**src/rtl/mem_ctrl.sv**
```systemverilog
// mem_ctrl: byte-serial load/store responder between the MEM stage and a byte-wide RAM.
// Splits halfwords/words into little-endian byte accesses and extends load data.
module mem_ctrl #(
    parameter int unsigned ADDR_WIDTH = 32
) (
    input  logic                  clk_in,
    input  logic                  rst_in,
    input  logic                  req_in,
    input  logic                  we_in,
    input  logic [ADDR_WIDTH-1:0] addr_in,
    input  logic [1:0]            len_in,
    input  logic                  signed_in,
    input  logic [31:0]           wdata_in,
    output logic                  busy_out,
    output logic                  done_out,
    output logic [31:0]           rdata_out,
    output logic [ADDR_WIDTH-1:0] ram_addr_out,
    output logic                  ram_we_out,
    output logic [7:0]            ram_dout,
    input  logic [7:0]            ram_din
);

    localparam int unsigned DATA_W = 32;
    localparam int unsigned CNT_W  = 2;

    typedef enum logic [1:0] {
        S_IDLE  = 2'd0,
        S_READ  = 2'd1,
        S_WRITE = 2'd2
    } state_t;

    state_t                r_state;
    state_t                w_next_state;
    logic [CNT_W-1:0]      r_cnt;
    logic [CNT_W-1:0]      r_top;
    logic                  r_signed;
    logic [DATA_W-1:0]     r_wdata;
    logic [DATA_W-1:0]     r_rbuf;

    logic [CNT_W-1:0]      w_cnt;
    logic [CNT_W-1:0]      w_top;
    logic [CNT_W-1:0]      w_len_top;
    logic                  w_signed;
    logic [DATA_W-1:0]     w_wdata;
    logic [DATA_W-1:0]     w_rbuf;
    logic [DATA_W-1:0]     w_rdata;
    logic [ADDR_WIDTH-1:0] w_addr;
    logic [7:0]            w_dout;
    logic                  w_busy;
    logic                  w_done;
    logic                  w_we;
    logic                  w_accept;
    logic                  w_last;

    // done_out gating keeps a request still held during the done cycle from re-issuing
    assign w_accept = (r_state == S_IDLE) && req_in && !done_out;
    assign w_last   = (r_cnt == r_top);

    // Index of the final byte: 0, 1 or 3
    always_comb begin
        w_len_top = CNT_W'(3);
        case (len_in)
            2'd0:    w_len_top = CNT_W'(0);
            2'd1:    w_len_top = CNT_W'(1);
            default: w_len_top = CNT_W'(3);
        endcase
    end

    always_ff @(posedge clk_in or negedge rst_in) begin
        if (!rst_in) begin
            r_state <= S_IDLE;
        end else begin
            r_state <= w_next_state;
        end
    end

    always_comb begin
        w_next_state = r_state;
        case (r_state)
            S_IDLE: begin
                if (w_accept) begin
                    w_next_state = we_in ? S_WRITE : S_READ;
                end
            end
            S_READ, S_WRITE: begin
                if (w_last) begin
                    w_next_state = S_IDLE;
                end
            end
            default: w_next_state = S_IDLE;
        endcase
    end

    // Next values of all registered outputs and request context
    always_comb begin
        w_busy   = busy_out;
        w_done   = 1'b0;
        w_rdata  = rdata_out;
        w_addr   = ram_addr_out;
        w_we     = 1'b0;
        w_dout   = ram_dout;
        w_cnt    = r_cnt;
        w_top    = r_top;
        w_signed = r_signed;
        w_wdata  = r_wdata;
        w_rbuf   = r_rbuf;
        case (r_state)
            S_IDLE: begin
                if (w_accept) begin
                    w_busy   = 1'b1;
                    w_addr   = addr_in;
                    w_we     = we_in;
                    w_dout   = we_in ? wdata_in[7:0] : ram_dout;
                    w_cnt    = '0;
                    w_top    = w_len_top;
                    w_signed = signed_in;
                    w_wdata  = wdata_in;
                    w_rbuf   = '0;
                end
            end
            S_READ: begin
                w_rbuf[{r_cnt, 3'b000} +: 8] = ram_din;
                if (w_last) begin
                    w_busy = 1'b0;
                    w_done = 1'b1;
                    case (r_top)
                        2'd0: w_rdata = r_signed ? {{24{w_rbuf[7]}}, w_rbuf[7:0]}
                                                 : {24'd0, w_rbuf[7:0]};
                        2'd1: w_rdata = r_signed ? {{16{w_rbuf[15]}}, w_rbuf[15:0]}
                                                 : {16'd0, w_rbuf[15:0]};
                        default: w_rdata = w_rbuf;
                    endcase
                end else begin
                    w_addr = ram_addr_out + ADDR_WIDTH'(1);
                    w_cnt  = r_cnt + CNT_W'(1);
                end
            end
            S_WRITE: begin
                if (w_last) begin
                    w_busy = 1'b0;
                    w_done = 1'b1;
                end else begin
                    w_cnt  = r_cnt + CNT_W'(1);
                    w_addr = ram_addr_out + ADDR_WIDTH'(1);
                    w_we   = 1'b1;
                    w_dout = r_wdata[{w_cnt, 3'b000} +: 8];
                end
            end
            default: begin
                w_busy = 1'b0;
            end
        endcase
    end

    always_ff @(posedge clk_in or negedge rst_in) begin
        if (!rst_in) begin
            busy_out     <= 1'b0;
            done_out     <= 1'b0;
            rdata_out    <= '0;
            ram_addr_out <= '0;
            ram_we_out   <= 1'b0;
            ram_dout     <= '0;
            r_cnt        <= '0;
            r_top        <= '0;
            r_signed     <= 1'b0;
            r_wdata      <= '0;
            r_rbuf       <= '0;
        end else begin
            busy_out     <= w_busy;
            done_out     <= w_done;
            rdata_out    <= w_rdata;
            ram_addr_out <= w_addr;
            ram_we_out   <= w_we;
            ram_dout     <= w_dout;
            r_cnt        <= w_cnt;
            r_top        <= w_top;
            r_signed     <= w_signed;
            r_wdata      <= w_wdata;
            r_rbuf       <= w_rbuf;
        end
    end

endmodule

```
**config.mk**
```make
export PLATFORM = sky130hd
export DESIGN_NAME = mem_ctrl
export DESIGN_NICKNAME = d
export VERILOG_FILES = /design/src/rtl/mem_ctrl.sv
export SDC_FILE = /design/constraint.sdc
export NUM_CORES = 1
export LEC_CHECK = 0
export ABC_CLOCK_PERIOD_IN_PS = 3460
export CAP_MARGIN = 30
export CELL_PAD_IN_SITES_DETAIL_PLACEMENT = 0
export CELL_PAD_IN_SITES_GLOBAL_PLACEMENT = 1
export CORE_ASPECT_RATIO = 0.5
export CORE_UTILIZATION = 39
export DETAILED_ROUTE_END_ITERATION = 8
export GPL_TIMING_DRIVEN = 1
export PLACE_DENSITY_LB_ADDON = 0.1
export SLEW_MARGIN = 30
export SYNTH_ARGS = -nofsm -noshare
export SYNTH_HDL_FRONTEND = slang
export SYNTH_SLANG_ARGS = --single-unit
export TNS_END_PERCENT = 100
```
**constraint.sdc**
```tcl
create_clock -name clk_in -period 3.46 [get_ports clk_in]
set_clock_uncertainty 0.15 [all_clocks]
set_input_delay 0.346 -clock clk_in [delete_from_list [all_inputs] [get_ports clk_in]]
set_output_delay 0.346 -clock clk_in [all_outputs]
set_load 0.1 [all_outputs]
```
==> results.toml <==
[finish]
final_cells = 1220
layout_common_cells = "nand2_1, clkdlybuf4s50_1, dfrtp_1, nor2_1, a21oi_1"
final_nets = 1035
drive_above_1_share_pct = 9.157
area_growth_syn_to_layout_pct = 32.20
layout_commonest_cell = "nand2_1"
diodes = 0

[synth]
yosys_warnings = 0
ys_seq_area_share_pct = 49.47
syn_area_um2 = 7386
synth_area_leader_cell = "dfrtp_1"
synth_top_area_share_pct = 49.47
yosys.area_share.adder_pct = 1.355
synthCells = 803
syn_area_per_cell_um2 = 9.198
yosys-mux-area-fraction_pct = 5.031
synth-simple-area-share_pct = 22.60
synth_edf_count = 0
synth_compound_area_share_pct = 16.96
synthXorXnorAreaFrac_pct = 0.5760
synth_top_family_by_area = "simple AND/OR/NAND/NOR gates"
ys_async_sr_fraction_pct = 100.0
synth-seq-cells = 146
synth_area_leaders = "dfrtp_1, nand2_1, a21oi_1"
syn_nets = 890
ys.flop_type = "dfrtp_1"
synth.distinct_cells = 70

[timing]
timing.final.ws_setup_ns = 0.7629
hold_viol = 0
tightest_slew_ns = 0.9895
fmax_ghz = 0.3708
relSlewSlack_pct = 33.83
grt_setup_unrepaired = "no"
finalSetupTns_ns = 0
fin_crit_ns = 2.697
slew_violations = 0
min_period_over_period_pct = 77.95
setup_viol = 0

[cts]
clock_latency_ns = 0.43
clock_path_buffers = 2
cts_resized = 0
root_buffer = "clkbuf_16"
cts.sinks = 146
cts_htree_levels = 4
clkSlewWorstSetupHoldPaths_ns = 0.07
cts_setup_buffers = 0
cts_buffers = 17
tritoncts = "built"

[setup_path]
critPathBufInv = 1
slowest_delay_ns = 1.21
worstSetupStartpointType = "flop"
crit_slowest_cell = "clkdlybuf4s50_1"
path_delay_family = "buffers and inverters"
end_kind = "output port"
crit_arrival_ns = 2.20
path_cells = "clkdlybuf4s50_1"
worst_ep_required_time_ns = 2.96
crit_path_max_fanout = 8
worstSetupPathType = "reg -> out"

[drt]
post-route-drc-count = 0
avgViaCountPerCell = 5.268
drt-total-wl_mm = 21.00
wire_per_inst_um = 17.21
vias = 6427
firstDrtPassIters = 5
drtAntennaViolNets = 0
drt_iter0_markers = 389

[place]
pre_cts_slack_ns = 0.8271
io_buffers = 153
place_inst = 1187
place_hpwl_mm = 14.56
place_congestion = 0.8513

[global_route]
grtUsageMet2_pct = 33.93
grt_first_pass_wirelength_mm = 33.90
globalRouteMet1Util_pct = 32.77
grt-ovfl-total = 0
grt_max_degree = 72
antenna_found_initial = 0
met3_usage_pct = 5.019
grt_use_total_pct = 22.37
grt_pass1_vias = 6201
grt.busiest_layer = "met2"

[die]
die_h_um = 99.31
die_area_um2 = 19530
start_util_pct = 39.97
row_count = 35
core_um2 = 18480
dieWidth_um = 196.6
pin_count = 154

[job]
cap_violations = 0

[worst_hold_path]
hold_path_class = "in -> reg"

[run_status]
status = "finished, final reports clean"
==> worst paths after layout <==
path,from,to,slack [ns],depth (start not counted)
max reg2reg,r_cnt[0],rdata_out[25],0.78,8
min reg2reg,r_rbuf[30],r_rbuf[30],0.32,2
min,wdata_in[9],r_wdata[9],0.29,3
min in group asynchronous,rst_in,rdata_out[28],0.35,2
max in group asynchronous,rst_in,r_wdata[14],2.03,3
max,ram_addr_out[5],ram_addr_out[5],0.76,1
==> stage by stage <==
stage	hold WS [ns]	utilization, %	area (µm²)
5_1_grt	0.2904	52.84	9764
2_1_floorplan	-0.09959	-	7386
3_5_place_dp	0.2551	49.65	9176
4_1_cts	0.2787	52.82	9762
6_report	0.2934	52.84	9764
3_3_place_gp	0.2540	49.65	9176
==> cells in the mapped netlist, drive strengths merged (2+ instances only) <==
cell type and number:
inv 13, a21oi 64, o22ai 14, o22a 9, o21bai 2, o21ai 55
nor3 16, mux4 8, buf 18, nor4bb 2, a311oi 4, nor2 67
nand2 183, nor2b 21, a32o 7, and3 9, a22o 9, mux2i 18
a221oi 2, a211oi 6, and2b 7, nand4 6, xor2 2, nand2b 11
xnor2 2, nand3 18, a22oi 12, and4 5, dfrtp 146, ha 8
o311ai 5, clkbuf 31, nor3b 2
==> registers in the layout, summed over array words and instances, names as in the netlist <==
name / cells
r_rbuf: 32
r_wdata: 32
ram_addr_out: 32
rdata_out: 32
ram_dout: 8
r_cnt: 2
r_state: 2
r_top: 2
busy_out: 1
done_out: 1
r_signed: 1
ram_we_out: 1
==> final cells by class <==
class | count | area, µm²
Fill cell | 1690 | 8716
Clock inverter | 15 | 150.1
Multi-Input combinational cell | 594 | 3451
Tap cell | 259 | 324.1
Inverter | 14 | 52.55
Timing Repair Buffer | 175 | 1708
Clock buffer | 17 | 425.4
Sequential cell | 146 | 3654
==> repair_timing <==
action,CTS,global route
hold buffers,1,0
endpoints found under the setup margin,0,0
hold endpoints to repair,69,0
==> per-layer routing <==
| metal | share of wire [%] | up-vias |
|---|---|---|
| met5 | 0 | - |
| met1 | 50 | 3106 |
| met4 | 0.69 | 0 |
| met3 | 5.4 | 17 |
| li1 | - | 3118 |
| met2 | 44 | 186 |
==> logic make-up (layout without fill, tap and decap cells) <==
| group | Yosys count | count (layout) |
|---|---|---|
| AND/OR/NAND/NOR | 357 | 357 |
| AO/OA/AOI/OAI | 198 | 198 |
| flip-flops | 146 | 146 |
| buffers and inverters | 63 | 221 |
| multiplexers | 27 | 27 |
| adder cells (fa/ha/maj) | 8 | 8 |
| XOR/XNOR | 4 | 4 |
Power is left out: the tool's default activity adds up to more than one toggle a clock period on the data nets, which glitch-free logic cannot reach.
